**src/rtl/mem_access_stage_if.sv**
```systemverilog
`default_nettype none
// +--------------------------------------------------------------------------+
// | mem_access_stage_if : upstream, data-memory and writeback bundle          |
// | Rev 1.0                                                                   |
// +--------------------------------------------------------------------------+
interface mem_access_stage_if #(
  parameter int OP_W = 6
);
  logic            in_valid;
  logic            in_ready;
  logic [OP_W-1:0] in_op;
  logic [31:0]     in_result;
  logic [31:0]     in_store_data;
  logic [4:0]      in_rd;
  logic            mem_req;
  logic            mem_we;
  logic [31:0]     mem_addr;
  logic [31:0]     mem_wdata;
  logic [3:0]      mem_be;
  logic            mem_ack;
  logic [31:0]     mem_rdata;
  logic            wb_valid;
  logic            wb_ready;
  logic            wb_we;
  logic [4:0]      wb_rd;
  logic [31:0]     wb_data;
  logic            wb_err;

  modport master (
    input  in_valid, in_op, in_result, in_store_data, in_rd, mem_ack, mem_rdata, wb_ready,
    output in_ready, mem_req, mem_we, mem_addr, mem_wdata, mem_be,
    output wb_valid, wb_we, wb_rd, wb_data, wb_err
  );

  modport slave (
    output in_valid, in_op, in_result, in_store_data, in_rd, mem_ack, mem_rdata, wb_ready,
    input  in_ready, mem_req, mem_we, mem_addr, mem_wdata, mem_be,
    input  wb_valid, wb_we, wb_rd, wb_data, wb_err
  );
endinterface
`default_nettype wire

```
**src/rtl/mem_access_stage.sv**
```systemverilog
`default_nettype none
// +--------------------------------------------------------------------------+
// | mem_access_stage : post-ALU load/store stage with req/ack memory port     |
// | Optional: MEM_ALIGN_CHECK_EN faults misaligned word accesses.             |
// | Rev 1.0                                                                   |
// +--------------------------------------------------------------------------+
module mem_access_stage #(
  parameter int TIMEOUT = 16,
  parameter int OP_W    = 6
) (
  input  wire logic          clk,
  input  wire logic          rst_n,
  mem_access_stage_if.master bus
);
  localparam int c_cnt_w = (TIMEOUT > 2) ? $clog2(TIMEOUT) : 1;
  localparam logic [c_cnt_w-1:0] c_cnt_max = c_cnt_w'(TIMEOUT - 1);
  localparam logic [OP_W-1:0] c_op_or  = OP_W'(4);
  localparam logic [OP_W-1:0] c_op_ldb = OP_W'(10);
  localparam logic [OP_W-1:0] c_op_ldw = OP_W'(11);
  localparam logic [OP_W-1:0] c_op_stb = OP_W'(12);
  localparam logic [OP_W-1:0] c_op_stw = OP_W'(13);
  localparam logic [OP_W-1:0] c_op_mov = OP_W'(14);

  typedef enum logic [1:0] {
    IDLE = 2'd0,
    REQ  = 2'd1,
    RESP = 2'd2
  } state_t;

  state_t               r_state, w_nx_state;
  logic [c_cnt_w-1:0]   r_cnt, w_nx_cnt;
  logic                 r_is_ldb, w_nx_is_ldb;
  logic [1:0]           r_lane, w_nx_lane;
  logic                 r_mem_req, w_nx_mem_req;
  logic                 r_mem_we, w_nx_mem_we;
  logic [31:0]          r_mem_addr, w_nx_mem_addr;
  logic [31:0]          r_mem_wdata, w_nx_mem_wdata;
  logic [3:0]           r_mem_be, w_nx_mem_be;
  logic                 r_wb_valid, w_nx_wb_valid;
  logic                 r_wb_we, w_nx_wb_we;
  logic [4:0]           r_wb_rd, w_nx_wb_rd;
  logic [31:0]          r_wb_data, w_nx_wb_data;
  logic                 r_wb_err, w_nx_wb_err;

  logic        w_in_ready, w_accept;
  logic        w_is_mem, w_is_word, w_is_store, w_pass_we, w_misalign;
  logic [1:0]  w_lane;
  logic [7:0]  w_ld_byte;
  logic [31:0] w_ld_data;

  assign w_in_ready = (r_state == IDLE) && (!r_wb_valid || bus.wb_ready);
  assign w_accept   = bus.in_valid && w_in_ready;
  assign w_lane     = bus.in_result[1:0];
  assign w_is_mem   = (bus.in_op >= c_op_ldb) && (bus.in_op <= c_op_stw);
  assign w_is_word  = (bus.in_op == c_op_ldw) || (bus.in_op == c_op_stw);
  assign w_is_store = (bus.in_op == c_op_stb) || (bus.in_op == c_op_stw);
  assign w_pass_we  = (bus.in_op <= c_op_or) || (bus.in_op == c_op_mov);

`ifdef MEM_ALIGN_CHECK_EN
  assign w_misalign = w_is_word && (w_lane != 2'b00);
`else
  assign w_misalign = 1'b0;
`endif

  assign w_ld_byte = bus.mem_rdata[8*r_lane +: 8];
  assign w_ld_data = r_is_ldb ? {{24{w_ld_byte[7]}}, w_ld_byte} : bus.mem_rdata;

  always_comb begin
    w_nx_state     = r_state;
    w_nx_cnt       = r_cnt;
    w_nx_is_ldb    = r_is_ldb;
    w_nx_lane      = r_lane;
    w_nx_mem_req   = r_mem_req;
    w_nx_mem_we    = r_mem_we;
    w_nx_mem_addr  = r_mem_addr;
    w_nx_mem_wdata = r_mem_wdata;
    w_nx_mem_be    = r_mem_be;
    w_nx_wb_valid  = r_wb_valid;
    w_nx_wb_we     = r_wb_we;
    w_nx_wb_rd     = r_wb_rd;
    w_nx_wb_data   = r_wb_data;
    w_nx_wb_err    = r_wb_err;
    case (r_state)
      IDLE: begin
        if (r_wb_valid && bus.wb_ready) w_nx_wb_valid = 1'b0;
        if (w_accept) begin
          w_nx_wb_rd = bus.in_rd;
          if (w_is_mem && !w_misalign) begin
            w_nx_state     = REQ;
            w_nx_cnt       = '0;
            w_nx_mem_req   = 1'b1;
            w_nx_mem_we    = w_is_store;
            w_nx_mem_addr  = {bus.in_result[31:2], 2'b00};
            w_nx_mem_be    = w_is_word ? 4'b1111 : (4'b0001 << w_lane);
            w_nx_mem_wdata = w_is_word ? bus.in_store_data : {4{bus.in_store_data[7:0]}};
            w_nx_is_ldb    = (bus.in_op == c_op_ldb);
            w_nx_lane      = w_lane;
          end else begin
            // Pass-through and alignment faults both retire the ALU result directly.
            w_nx_wb_valid = 1'b1;
            w_nx_wb_data  = bus.in_result;
            w_nx_wb_err   = w_misalign;
            w_nx_wb_we    = w_pass_we && !w_misalign;
            if (w_misalign) w_nx_state = RESP;
          end
        end
      end
      REQ: begin
        if (bus.mem_ack) begin
          w_nx_state    = RESP;
          w_nx_mem_req  = 1'b0;
          w_nx_mem_we   = 1'b0;
          w_nx_wb_valid = 1'b1;
          w_nx_wb_err   = 1'b0;
          w_nx_wb_we    = !r_mem_we;
          w_nx_wb_data  = r_mem_we ? 32'h0 : w_ld_data;
        end else if (r_cnt == c_cnt_max) begin
          w_nx_state    = RESP;
          w_nx_mem_req  = 1'b0;
          w_nx_mem_we   = 1'b0;
          w_nx_wb_valid = 1'b1;
          w_nx_wb_err   = 1'b1;
          w_nx_wb_we    = 1'b0;
          w_nx_wb_data  = 32'h0;
        end else begin
          w_nx_cnt = r_cnt + c_cnt_w'(1);
        end
      end
      RESP: begin
        if (bus.wb_ready) begin
          w_nx_wb_valid = 1'b0;
          w_nx_state    = IDLE;
        end
      end
      default: w_nx_state = IDLE;
    endcase
  end

  always_ff @(posedge clk) begin
    if (!rst_n) begin
      r_state     <= IDLE;
      r_cnt       <= '0;
      r_is_ldb    <= 1'b0;
      r_lane      <= 2'b00;
      r_mem_req   <= 1'b0;
      r_mem_we    <= 1'b0;
      r_mem_addr  <= 32'h0;
      r_mem_wdata <= 32'h0;
      r_mem_be    <= 4'h0;
      r_wb_valid  <= 1'b0;
      r_wb_we     <= 1'b0;
      r_wb_rd     <= 5'h0;
      r_wb_data   <= 32'h0;
      r_wb_err    <= 1'b0;
    end else begin
      r_state     <= w_nx_state;
      r_cnt       <= w_nx_cnt;
      r_is_ldb    <= w_nx_is_ldb;
      r_lane      <= w_nx_lane;
      r_mem_req   <= w_nx_mem_req;
      r_mem_we    <= w_nx_mem_we;
      r_mem_addr  <= w_nx_mem_addr;
      r_mem_wdata <= w_nx_mem_wdata;
      r_mem_be    <= w_nx_mem_be;
      r_wb_valid  <= w_nx_wb_valid;
      r_wb_we     <= w_nx_wb_we;
      r_wb_rd     <= w_nx_wb_rd;
      r_wb_data   <= w_nx_wb_data;
      r_wb_err    <= w_nx_wb_err;
    end
  end

  assign bus.in_ready  = w_in_ready;
  assign bus.mem_req   = r_mem_req;
  assign bus.mem_we    = r_mem_we;
  assign bus.mem_addr  = r_mem_addr;
  assign bus.mem_wdata = r_mem_wdata;
  assign bus.mem_be    = r_mem_be;
  assign bus.wb_valid  = r_wb_valid;
  assign bus.wb_we     = r_wb_we;
  assign bus.wb_rd     = r_wb_rd;
  assign bus.wb_data   = r_wb_data;
  assign bus.wb_err    = r_wb_err;
endmodule
`default_nettype wire

```
**src/flat_wrapper.sv**
```systemverilog
// flat-port wrapper written by rule: the top's interface ports become plain ports
module mem_access_stage_flat 
#(
  parameter int TIMEOUT = 16,
  parameter int OP_W    = 6
)
  (clk, rst_n, bus_in_valid, bus_in_op, bus_in_result, bus_in_store_data, bus_in_rd, bus_mem_ack, bus_mem_rdata, bus_wb_ready, bus_in_ready, bus_mem_req, bus_mem_we, bus_mem_addr, bus_mem_wdata, bus_mem_be, bus_wb_valid, bus_wb_we, bus_wb_rd, bus_wb_data, bus_wb_err);
  mem_access_stage_if #(.OP_W(OP_W)) bus_i ();
  input  wire logic clk;
  input  wire logic rst_n;
  input wire logic [$bits(bus_i.in_valid)-1:0] bus_in_valid;
  input wire logic [$bits(bus_i.in_op)-1:0] bus_in_op;
  input wire logic [$bits(bus_i.in_result)-1:0] bus_in_result;
  input wire logic [$bits(bus_i.in_store_data)-1:0] bus_in_store_data;
  input wire logic [$bits(bus_i.in_rd)-1:0] bus_in_rd;
  input wire logic [$bits(bus_i.mem_ack)-1:0] bus_mem_ack;
  input wire logic [$bits(bus_i.mem_rdata)-1:0] bus_mem_rdata;
  input wire logic [$bits(bus_i.wb_ready)-1:0] bus_wb_ready;
  output wire logic [$bits(bus_i.in_ready)-1:0] bus_in_ready;
  output wire logic [$bits(bus_i.mem_req)-1:0] bus_mem_req;
  output wire logic [$bits(bus_i.mem_we)-1:0] bus_mem_we;
  output wire logic [$bits(bus_i.mem_addr)-1:0] bus_mem_addr;
  output wire logic [$bits(bus_i.mem_wdata)-1:0] bus_mem_wdata;
  output wire logic [$bits(bus_i.mem_be)-1:0] bus_mem_be;
  output wire logic [$bits(bus_i.wb_valid)-1:0] bus_wb_valid;
  output wire logic [$bits(bus_i.wb_we)-1:0] bus_wb_we;
  output wire logic [$bits(bus_i.wb_rd)-1:0] bus_wb_rd;
  output wire logic [$bits(bus_i.wb_data)-1:0] bus_wb_data;
  output wire logic [$bits(bus_i.wb_err)-1:0] bus_wb_err;
  assign bus_i.in_valid = bus_in_valid;
  assign bus_i.in_op = bus_in_op;
  assign bus_i.in_result = bus_in_result;
  assign bus_i.in_store_data = bus_in_store_data;
  assign bus_i.in_rd = bus_in_rd;
  assign bus_i.mem_ack = bus_mem_ack;
  assign bus_i.mem_rdata = bus_mem_rdata;
  assign bus_i.wb_ready = bus_wb_ready;
  assign bus_in_ready = bus_i.in_ready;
  assign bus_mem_req = bus_i.mem_req;
  assign bus_mem_we = bus_i.mem_we;
  assign bus_mem_addr = bus_i.mem_addr;
  assign bus_mem_wdata = bus_i.mem_wdata;
  assign bus_mem_be = bus_i.mem_be;
  assign bus_wb_valid = bus_i.wb_valid;
  assign bus_wb_we = bus_i.wb_we;
  assign bus_wb_rd = bus_i.wb_rd;
  assign bus_wb_data = bus_i.wb_data;
  assign bus_wb_err = bus_i.wb_err;
  mem_access_stage #(.TIMEOUT(TIMEOUT), .OP_W(OP_W)) u_core (.clk(clk), .rst_n(rst_n), .bus(bus_i));
endmodule
```
**config.mk**
```make
export PLATFORM = sky130hd
export DESIGN_NAME = mem_access_stage_flat
export DESIGN_NICKNAME = d
export VERILOG_FILES = /design/src/rtl/mem_access_stage_if.sv /design/src/rtl/mem_access_stage.sv /design/src/flat_wrapper.sv
export SDC_FILE = /design/constraint.sdc
export NUM_CORES = 1
export LEC_CHECK = 0
export BUFFER_PORTS_ARGS = -buffer_cell sky130_fd_sc_hd__buf_4
export CAP_MARGIN = 5
export CORE_MARGIN = 5
export CORE_UTILIZATION = 40
export DETAILED_ROUTE_END_ITERATION = 6
export PLACE_DENSITY = 0.8
export REMOVE_ABC_BUFFERS = 1
export SYNTH_ARGS = -nofsm -noshare
export SYNTH_HDL_FRONTEND = slang
export SYNTH_SLANG_ARGS = --single-unit
```
**constraint.sdc**
```tcl
create_clock -name clk -period 2.2 [get_ports clk]
set_input_delay 0.22 -clock clk [delete_from_list [all_inputs] [get_ports clk]]
set_output_delay 0.22 -clock clk [all_outputs]
set_load 0.005 [all_outputs]
```
# Yosys cells after proc, flatten, opt, wreduce, memory -nomap -nowiden
# Index checks and enable logic that the tools add are counted.
[word_totals]
regBits = 117
in_bits = 112
out_inout_bits = 111
elab_cells = 98
[op_classes]
n_addsub = 1
order_cmp = 3
eq_ne = 15
shift = 2
muxes = 43
reduce_logical = 20
[op_table]
columns = ["cell", "n"]
rows = [
  ["two-way mux 32 bit", 7],
  ["case mux 32 bit (2 select lines)", 1],
  ["indexed part select 32 x 6 -> 8 bit", 1],
  ["== test 6 x 4 -> 1 bit, second input constant", 5],
  ["two-way mux 4 bit", 5],
  ["two-way mux 1 bit", 18],
  ["AND reduction 4 bit", 3],
  ["two-way mux 2 bit", 5],
  ["!= test 2 bit, second input constant", 4],
  ["case mux 1 bit (2 select lines)", 4],
  ["case mux 4 bit (2 select lines)", 1],
  [">= comparator 6 x 4 -> 1 bit, second input constant", 1],
  ["<= comparator 6 x 3 -> 1 bit, second input constant", 1],
  ["<= comparator 6 x 4 -> 1 bit, second input constant", 1],
  ["case mux 2 bit (3 select lines)", 1],
  ["AND reduction 3 bit", 2],
  ["AND reduction 5 bit", 1],
  ["adder 4 x 1 -> 4 bit, second input constant", 1],
  ["== test 4 bit, second input constant", 1],
  ["logical AND 1 bit", 4],
  ["logical OR 1 bit", 4],
  ["!= test 2 x 1 -> 1 bit, second input constant", 2],
  ["<< shifter 1 x 2 -> 4 bit, first input constant", 1],
  ["!= test 3 x 2 -> 1 bit, second input constant", 1],
  ["other kinds (8)", 9],
]

# Longest topological paths before layout
# Gate-level depths: netlist of the first run.
[depth]
word_depth = 6
mapped_depth = 8
ltp_nobuf = 6

# Least setup slack after synthesis of the first run
# No wires, ideal clock.
[synth_path]
path_kind = "reg-to-reg"
start = "register u_core.r_state[1]"
end = "register u_core.r_wb_data[23] (netlist: u_core.bus.wb_data[23])"
setup_time_ns = 0.119
t_arrival_ns = 1.739
required_time_ns = 2.081
path_slack_ns = 0.342
stages_incl_launch_ff = 9
n_path_buf = 2
period_less_slack_ns = 1.858
path_cell_list = "dfxtp_1 -> inv_1 -> ha_1 -> nor2b_1 -> nand2_1 -> and3_1 -> buf_2 -> buf_2 -> o221a_1"
[synth_via]
elab_chain_len = 5
word_cells_on_any_way = 10
cone_classes = "eq/ne (4); mux (1); reduce/logical (5)"
[synth_lines]
columns = ["element", "line_no", "source"]
rows = [
  ["start, declared", "mem_access_stage.sv:30", "state_t r_state, w_nx_state;"],
  ["start signal, assigned", "mem_access_stage.sv:156", "r_state <= w_nx_state;"],
  ["zero test 2 bit", "mem_access_stage.sv:51, mem_access_stage.sv:83", ""],
  ["logical AND 1 bit", "mem_access_stage.sv:51", "assign w_in_ready = (r_state == IDLE) && (!r_wb_valid || bus.wb_ready);"],
  ["logical AND 1 bit", "mem_access_stage.sv:52", "assign w_accept = bus.in_valid && w_in_ready;"],
  ["!= test 2 x 1 -> 1 bit (no line)", "--", ""],
  ["AND reduction 4 bit (no line)", "--", ""],
  ["end signal, assigned", "mem_access_stage.sv:168", "r_wb_data <= w_nx_wb_data;"],
  ["end, declared", "mem_access_stage.sv:42", "logic [31:0] r_wb_data, w_nx_wb_data;"],
]
# Parallel ways exist; a longest one is shown, timed or not.
# A chain may end at the register's enable or synchronous reset.

# Final worst setup path of the first run
[layout_path]
start = "register u_core.r_state[0]"
end = "output bus_in_ready"
[layout_via]
elab_chain_len = 2
[layout_lines]
columns = ["element", "line_no", "source"]
rows = [
  ["zero test 2 bit", "mem_access_stage.sv:51", ""],
  ["logical AND 1 bit", "mem_access_stage.sv:51", ""],
  ["end, declared", "flat_wrapper.sv:19", "output wire logic [$bits(bus_i.in_ready)-1:0] bus_in_ready;"],
]
# No other way between the ends.

==> results of run 1 <==
==> per-layer routing <==
metal	wire length, um	global-route usage	vias to the layer above	part of all wire
met2	9090	0.380	206	0.49
met5	0	0	-	0
met1	7390	0.264	2600	0.40
met3	1560	0.0828	29	0.084
met4	399	0.0681	0	0.022
li1	-	-	2723	-
==> stage by stage <==
stage,power [uW],worst slack (ps)
after floorplan,2590,-1180
after global placement,3040,187
after detailed placement,3060,154
after CTS,5870,109
after global routing,6070,14.5
final,5840,120
==> Yosys cell counts (2+ instances only) <==
library cell / count / area (um^2)
nand2_1: 127 / 477
dfxtp_1: 117 / 2340
a21oi_1: 76 / 380
o21ai_0: 55 / 275
clkbuf_1: 33 / 124
nand3_1: 33 / 165
mux2i_1: 32 / 320
o221a_1: 20 / 225
a31oi_1: 11 / 68.8
buf_2: 10 / 50.1
buf_6: 9 / 101
inv_1: 8 / 30.0
a311oi_1: 7 / 61.3
a2bb2oi_1: 6 / 52.6
nor2_1: 6 / 22.5
o211ai_1: 6 / 45.0
o221a_2: 6 / 67.6
o221ai_1: 6 / 52.6
ha_1: 5 / 62.6
nand2b_1: 5 / 31.3
o21ai_1: 5 / 25.0
a22o_1: 3 / 26.3
o31ai_1: 3 / 22.5
or4_1: 3 / 22.5
and3_1: 2 / 12.5
buf_4: 2 / 15.0
nand3b_1: 2 / 15.0
nand4_1: 2 / 12.5
nor2b_1: 2 / 12.5
o211a_1: 2 / 20.0
o21a_1: 2 / 15.0
o41ai_1: 2 / 17.5
==> state kept, by name, indices dropped and copies added (netlist names) <==
name and flops:
u_core.bus.wb_rd 5, u_core.bus.mem_we 1, u_core.bus.wb_data 32, u_core.bus.wb_we 1
u_core.bus.mem_req 1, u_core.bus.wb_err 1, u_core.bus.wb_valid 1, u_core.bus.mem_addr 30
u_core.r_state 2, u_core.r_lane 2, u_core.bus.mem_be 4, u_core.r_is_ldb 1
u_core.r_cnt 4, u_core.bus.mem_wdata 32
==> power breakdown <==
group	total (uW)	internal (uW)	switching, uW
Clock	2830	1780	1040
Combinational	743	394	349
Sequential	2270	2220	55.2
==> worst min-delay path by stage <==
stage / end / slack (ps) / cells past startpoint
floorplan: u_core.bus.mem_be[0]$_SDFFE_PN0P_ / 350 / 1
CTS: u_core.bus.wb_rd[1]$_SDFFE_PN0P_ / 50 / 3
global route: u_core.bus.wb_rd[1]$_SDFFE_PN0P_ / 50 / 3
detailed placement: u_core.bus.mem_addr[7]$_SDFFE_PN0P_ / 450 / 2
global placement: u_core.bus.mem_addr[5]$_SDFFE_PN0P_ / 440 / 2
finish: u_core.bus.wb_rd[4]$_SDFFE_PN0P_ / 60 / 3
==> final cells by class <==
type | count | area [um^2] | area share
clock buffer | 17 | 425 | 0.0544
timing repair buffer | 243 | 1860 | 0.238
multi-input combinational | 453 | 2750 | 0.352
tap | 176 | 220 | 0.0282
inverter | 9 | 33.8 | 0.00432
sequential | 117 | 2340 | 0.300
clock inverter | 15 | 180 | 0.0231
==> worst reg2reg max path: cells and delay by family (launching register included) <==
family,cells,cell delay (ps)
adders and majority gates,1,300
AOI/OAI and AO/OA,1,160
and+or+nand+nor,3,1080
buffers and inverters,1,90
DFF,1,340
==> logic make-up after synthesis <==
family,after synthesis,synth area share
compound gates,219,0.267
xor+xnor,2,0.00462
fa+ha+maj,5,0.0115
buf+inv,65,0.0614
flops,117,0.432
mux,33,0.0633
other cells,1,0.000692
simple gates,192,0.159
==> impl_metrics.toml, run 1 <==
[clocking]
cts_max_level = 4
cts.clk_slew.worst_paths_ps = 60
holdBufCountCts = 0
cts_tree = "built"
cts_resized = 0
cts.sinks = 117
cts_root_buf = "clkbuf_16"
clkLatencyLatePin_ps = 410
postCtsSetupRepairBufs = 0
cts-buffers-inserted = 17
cts_max_path_buffers = 2

[timing]
totalNegativeSetupSlack_ps = 0
worstMarginPinSlew_ps = 804
timing.fmax_ghz = 0.481
fin_crit_ps = 2080
setup_viol_count_final = 0
report.final.slew_viol_count = 0
relSlewSlack = 0.462
holdWs_ps = 59.7
hold_viol = 0
rsz0062_at_grt = "false"
finalClockSkew_ps = 8.74
layout_worst_path_cycle_share = 0.945

[synthesis]
ys_ff_latch = 117
syn_inst = 634
yosysWarnings = 0
ys.flop_type = "dfxtp_1"
synth.avg_cell_area_um2 = 8.55
synth-edff-count = 0
ys_types = 58
yosysSeqAreaShare = 0.432
syn_area_um2 = 5420
synth-async-reset-ratio = 0

[job]
cap_violations = 0

[pwr]
powerDensity_nw_per_um2 = 747
vdd_ir_drop_max_uv = 482
p_leak_uw = 0.00345

[routing]
drcViolationCount = 0
routedWlPerCell_um = 17.9
routed_wl_mm = 18.4
drtIter0Drc = 258
drtPass1Iterations = 4
vias = 5558
ant_nets = 0
via_per_inst = 5.40

[global_routing]
grt_usage = 0.224
grt_start_max_net_pins = 74
gr-total-overflow = 0
grt_pass1_vias = 5622
grt_pass1_wl_mm = 29.0
antenna_found_initial = 0

[critical_path]
path_max_fanout = 13
reg2reg_to = "u_core.r_is_ldb$_SDFFE_PN0P_"
cp_cell_sequence = "inv_1 > ha_1 > inv_1 > buf_4 > nor2_1 > buf_4"
startpoint = "u_core.r_state[0]$_SDFFE_PN0P_"
startpoint_type = "flop"
cp-end-kind = "output pin"
cp.required_ps = 1980
r2r_cells = 6
endpoint = "bus_in_ready"
r2r_slack_ps = 160
crit_path_top_delay_cell = "dfxtp_1"
max_stage_delay_ps = 390
reg2reg_from = "u_core.r_state[0]$_SDFFE_PN0P_"
arrival_ps = 1860
critPathBufInv = 4
path_delay_family = "buffers and inverters"
path_depth = 6
critPathKind = "flop to output pin"

[finish]
design_area_um2 = 7820
fin_cells = 1030
nFillCells = 1199
drive_gt1_frac = 0.342
nets = 958
area_growth_pct = 44.2
final_common_cell = "buf_4"
antenna_cells = 0
fin_util = 0.590
final_cell_mix = "240 x buf_4, 127 x nand2_1, 117 x dfxtp_1"

[floorplanning]
fp.dieH_um = 126
num_rows = 42
pin_count = 223
core_region_area_um2 = 13200
initial_utilization = 0.409
die_width_um = 126
die_area_um2 = 16000

[placement]
dp.cells = 998
io_buffers = 220
post-dp-hpwl_mm = 13.2
place_area_um2 = 7210
finalWeightedCongestion = 0.885

[outcome]
status = "finished, final reports clean"

[min_path]
hold_class = "primary input to flop"
min_from = "bus_in_rd[4]"
No activity file was read; power rests on OpenSTA's default activity.
==> inputs of run 2 (changes only) <==
--- a/config.mk
+++ b/config.mk
@@ -8,9 +8,9 @@
 export BUFFER_PORTS_ARGS = -buffer_cell sky130_fd_sc_hd__buf_4
 export CAP_MARGIN = 5
 export CORE_MARGIN = 5
-export CORE_UTILIZATION = 40
+export CORE_UTILIZATION = 48
 export DETAILED_ROUTE_END_ITERATION = 6
-export PLACE_DENSITY = 0.8
+export PLACE_DENSITY = 0.92
 export REMOVE_ABC_BUFFERS = 1
 export SYNTH_ARGS = -nofsm -noshare
 export SYNTH_HDL_FRONTEND = slang
==> impl_metrics.toml, run 2 (same netlist as run 1, synthesis figures left out) <==
[outcome]
status = "finished, final reports clean"

[timing]
relSlewSlack = 0.498
worstMarginPinSlew_ps = 749
totalNegativeSetupSlack_ps = 0
finalClockSkew_ps = 12.3
report.final.slew_viol_count = 0
setup_viol_count_final = 0
rsz0062_at_grt = "false"
timing.fmax_ghz = 0.487
fin_ws_ps = 145
fin_crit_ps = 2050
hold_viol = 0
layout_worst_path_cycle_share = 0.934

[pwr]
p_leak_uw = 0.00344
vdd_ir_drop_max_uv = 485
powerDensity_nw_per_um2 = 750

[clocking]
cts-buffers-inserted = 17
cts_root_buf = "clkbuf_16"
clkLatencyLatePin_ps = 410
cts_resized = 0
cts_max_level = 4
cts_max_path_buffers = 2
postCtsSetupRepairBufs = 0
cts.clk_slew.worst_paths_ps = 60
cts_tree = "built"
cts.sinks = 117
holdBufCountCts = 0

[floorplanning]
pin_count = 223
fp.dieH_um = 116
num_rows = 38
die_area_um2 = 13500
initial_utilization = 0.496
die_width_um = 116
core_region_area_um2 = 10900

[critical_path]
startpoint_type = "flop"
arrival_ps = 2370
r2r_slack_ps = 150
reg2reg_to = "u_core.bus.mem_req$_SDFFE_PN0P_"
cp.required_ps = 2510
r2r_cells = 8
path_max_fanout = 22
cp-end-kind = "flop"
reg2reg_from = "u_core.r_state[0]$_SDFFE_PN0P_"
critPathKind = "flop to flop"

[placement]
finalWeightedCongestion = 0.932
post-dp-hpwl_mm = 13.0
place_ws_ps = 77.5
place_area_um2 = 7170
dp.cells = 962
io_buffers = 220

[min_path]
min_from = "bus_in_result[20]"
worstHoldEndpoint = "u_core.bus.mem_addr[20]$_SDFFE_PN0P_"
hold_class = "primary input to flop"
hold_depth = 3

[finish]
final_common_cell = "buf_4"
antenna_cells = 0
final_cell_mix = "239 x buf_4, 127 x nand2_1, 117 x dfxtp_1"
nFillCells = 850
area_growth_pct = 43.6
nets = 958
regArea_um2 = 2340
drive_gt1_frac = 0.345
design_area_um2 = 7780
multiInputGateArea_um2 = 2760
fin_cells = 994

[global_routing]
antenna_found_initial = 0
grt_pass1_wl_mm = 28.7
grt_pass1_vias = 5655
grt_usage = 0.267
gr-total-overflow = 0
grt_start_max_net_pins = 59

[job]
cap_violations = 0

[routing]
drtPass1Iterations = 5
via_per_inst = 5.70
routedWlPerCell_um = 18.2
drtIter0Drc = 474
routed_wl_mm = 18.1
drcViolationCount = 0
ant_nets = 0
vias = 5668
run 2: layout make-up:
class	count	area share
Timing Repair Buffer	243	0.240
Sequential cell	117	0.301
Multi-Input combinational cell	453	0.355
Clock inverter	14	0.0228
Tap cell	140	0.0225
Inverter	9	0.00434
Clock buffer	18	0.0551
run 2: layer usage:
metal  wire length, um  track usage
met5                 0            0
met4               549        0.117
met3              1640       0.0715
met2              8700        0.442
met1              7200        0.328
run 2: metrics by stage:
step	total power (uW)	util	hold WS [ps]
floorplan	2590	-	353
global placement	3030	0.655	442
detailed placement	3040	0.655	447
CTS	5860	0.711	53.1
global route	6060	0.712	50.3
finish	5840	0.712	65.5
run 2: worst max path at each step:
stage                                   start                                  end  cells after the start
6_report       u_core.r_state[0]$_SDFFE_PN0P_      u_core.bus.mem_req$_SDFFE_PN0P_                      8
3_5_place_dp   u_core.r_state[1]$_SDFFE_PN0P_   u_core.bus.wb_data[2]$_SDFFE_PN0P_                      7
2_1_floorplan                    bus_in_op[5]    u_core.bus.mem_be[0]$_SDFFE_PN0P_                      4
3_3_place_gp   u_core.r_state[1]$_SDFFE_PN0P_   u_core.bus.wb_data[6]$_SDFFE_PN0P_                      7
4_1_cts        u_core.r_state[1]$_SDFFE_PN0P_  u_core.bus.wb_data[12]$_SDFFE_PN0P_                      7
5_1_grt        u_core.r_state[1]$_SDFFE_PN0P_   u_core.bus.wb_data[7]$_SDFFE_PN0P_                      7
run 2: worst max-delay path, stage by stage, from the launching register on:
cell     delay (ps)
dfxtp_1         340
inv_1            90
ha_2            280
and2_1          240
nand4_1         220
buf_4           240
buf_4           210
mux2i_1         140
o31ai_1         190
run 2: report_power, final:
part	switching (uW)	total (uW)	internal, uW
sequential	59.5	2270	2220
combinational	343	733	390
clock	1040	2830	1790
==> inputs of run 3 (changes only) <==
--- a/config.mk
+++ b/config.mk
@@ -5,10 +5,11 @@
 export SDC_FILE = /design/constraint.sdc
 export NUM_CORES = 1
 export LEC_CHECK = 0
+export ABC_AREA = 1
 export BUFFER_PORTS_ARGS = -buffer_cell sky130_fd_sc_hd__buf_4
 export CAP_MARGIN = 5
 export CORE_MARGIN = 5
-export CORE_UTILIZATION = 48
+export CORE_UTILIZATION = 49
 export DETAILED_ROUTE_END_ITERATION = 6
 export PLACE_DENSITY = 0.92
 export REMOVE_ABC_BUFFERS = 1
==> impl_metrics.toml, run 3 <==
[routing]
drtPass1Iterations = 5
routedWlPerCell_um = 14.3
via_per_inst = 5.06
routed_wl_mm = 18.4
ant_nets = 0
drtIter0Drc = 508
drcViolationCount = 0
vias = 6503

[critical_path]
cp-end-kind = "flop"
crit_top_cell = "nand2_1"
arrival_ps = 2270
endpoint = "u_core.bus.wb_data[9]$_SDFFE_PN0P_"
r2r_slack_ps = 240
r2r_cells = 11
startpoint_type = "flop"
max_stage_delay_ps = 360
cp.required_ps = 2500
reg2reg_to = "u_core.bus.wb_data[9]$_SDFFE_PN0P_"
reg2reg_from = "u_core.r_state[0]$_SDFFE_PN0P_"
crit_path_top_delay_cell = "dfxtp_1"
cp_cell_sequence = "inv_1 > ha_1 > inv_2 > nor2_4 > nand2_2 > nand2_1 > nand3_2 > buf_12 > nand2_1 > nand2_1 > nor2_1"
critPathKind = "flop to flop"
startpoint = "u_core.r_state[0]$_SDFFE_PN0P_"
path_max_fanout = 67

[global_routing]
grt_usage = 0.257
antenna_found_initial = 0
gr-total-overflow = 0
grt_pass1_wl_mm = 29.6
grt_start_max_net_pins = 68
grt_pass1_vias = 6197

[placement]
post-dp-hpwl_mm = 13.6
place_ws_ps = 274
finalWeightedCongestion = 0.892
io_buffers = 220
place_area_um2 = 7490

[outcome]
status = "finished, final reports clean"

[synthesis]
yosysTopAreaCell = "dfxtp_1"
yosys.cell_count.top_type = "nand2_1"
yosysWarnings = 0
synth-edff-count = 0
yosysSeqAreaShare = 0.406
netlist_top_cells_area = "dfxtp_1 41%, nand2_1 24%, nor2_1 10%"
ys_ff_latch = 117
syn_area_um2 = 5770
netlist_top_cells_count = "363 x nand2_1, 161 x nor2_1, 117 x dfxtp_1"
synth-async-reset-ratio = 0
synth_top_area_share = 0.406
ys.flop_type = "dfxtp_1"
syn_inst = 923
synth.avg_cell_area_um2 = 6.25
ys_types = 29

[clocking]
cts_max_level = 4
postCtsSetupRepairBufs = 0
cts_max_path_buffers = 2
cts.clk_slew.worst_paths_ps = 60
cts_root_buf = "clkbuf_16"
cts-buffers-inserted = 17
clkLatencyLatePin_ps = 410
cts.sinks = 117
cts_tree = "built"

[floorplanning]
core_region_area_um2 = 11500
die_width_um = 118
die_area_um2 = 14000
pin_count = 223
initial_utilization = 0.503
num_rows = 39
fp.dieH_um = 118

[finish]
area_growth_pct = 40.5
drive_gt1_frac = 0.246
regArea_um2 = 2340
nFillCells = 951
antenna_cells = 0
multiInputGateArea_um2 = 2910
nets = 1247
final_common_cell = "nand2_1"
final_cell_mix = "363 x nand2_1, 234 x buf_4, 161 x nor2_1"
design_area_um2 = 8100

[pwr]
p_leak_uw = 0.00411
vdd_ir_drop_max_uv = 866
powerDensity_nw_per_um2 = 1050

[timing]
setup_viol_count_final = 0
timing.fmax_ghz = 0.509
hold_viol = 0
fin_crit_ps = 1960
report.final.slew_viol_count = 0
finalClockSkew_ps = 12.4
rsz0062_at_grt = "false"
fin_ws_ps = 235
layout_worst_path_cycle_share = 0.893

[min_path]
hold_class = "primary input to flop"

[job]
cap_violations = 0
[run 3: changes by cell type in the layout (fill, tap and decap cells not counted), sizes merged, moves of 7 or more]
| cell | delta |
|---|---|
| a21oi | -18 |
| a311oi | -7 |
| a31oi | -11 |
| inv | +48 |
| mux2i | -32 |
| nand2 | +239 |
| nor2 | +158 |
| o221a | -26 |
[run 3: cells by family (layout without fill, tap and decap cells)]
group           count (synthesis)  count (layout)  share of synthesized area
other cells                     1               2                   0.000650
simple gates                  563             563                      0.383
xor+xnor                        2               2                    0.00304
fa+ha+maj                       5               5                     0.0109
buf+inv                       114             332                     0.0898
compound gates                121             121                      0.106
flops                         117             117                      0.406
[run 3: through the flow]
step | hold slack (ps) | power, uW | util | instances | TNS (ps)
2_1_floorplan | 340 | 4430 | - | 874 | -41580
3_3_place_gp | 452 | 5550 | 0.653 | 1254 | 0
3_5_place_dp | 455 | 5640 | 0.653 | 1254 | 0
4_1_cts | 58.5 | 8500 | 0.706 | 1285 | 0
5_1_grt | 61.6 | 9040 | 0.706 | 1285 | 0
6_report | 75.6 | 8470 | 0.706 | 1285 | 0
[run 3: worst min-delay path by stage]
stage / from / end / slack (ps) / depth (start not counted)
after floorplan: rst_n / u_core.bus.wb_we$_SDFFE_PN0P_ / 340 / 2
after global placement: u_core.bus.mem_wdata[15]$_SDFFE_PN0P_ / u_core.bus.mem_wdata[15]$_SDFFE_PN0P_ / 450 / 2
after detailed placement: u_core.bus.mem_wdata[29]$_SDFFE_PN0P_ / u_core.bus.mem_wdata[29]$_SDFFE_PN0P_ / 460 / 2
after CTS: bus_in_rd[1] / u_core.bus.wb_rd[1]$_SDFFE_PN0P_ / 60 / 3
after global routing: bus_in_rd[1] / u_core.bus.wb_rd[1]$_SDFFE_PN0P_ / 60 / 3
final: bus_in_rd[1] / u_core.bus.wb_rd[1]$_SDFFE_PN0P_ / 80 / 3
[run 3: area by class of cell]
| cell class | count | area share |
|---|---|---|
| tap | 143 | 0.0221 |
| inverter | 64 | 0.0297 |
| clock buffer | 22 | 0.0598 |
| multi-input combinational | 693 | 0.359 |
| timing repair buffer | 237 | 0.224 |
| clock inverter | 9 | 0.0155 |
| sequential | 117 | 0.289 |
[run 3: repair_timing]
| item | in CTS | in global routing |
|---|---|---|
| hold buffers | 0 | 0 |
| gates resized for setup | 0 | 1 |
| setup endpoints to repair | 0 | 1 |
[run 3: routing by layer]
| metal | vias up | share of wire | track usage |
|---|---|---|---|
| met5 | - | 0 | 0 |
| met4 | 0 | 0.026 | 0.111 |
| met3 | 42 | 0.11 | 0.0936 |
| met1 | 2881 | 0.40 | 0.302 |
| met2 | 328 | 0.47 | 0.421 |
| li1 | 3252 | - | - |
[run 3: where the power goes]
part           internal [uW]  switching (uW)  leakage (uW)
clock network           1890             951      0.000298
registers               2450             178      0.000954
logic                   1250            1760       0.00285
total                   5590            2890       0.00411
[run 3: worst max-delay path: cells and delay by family, from the launching register on]
kind	cells	cell delay (ps)
DFF	1	360
adders and majority gates	1	280
and+or+nand+nor	7	670
buffers and inverters	3	490
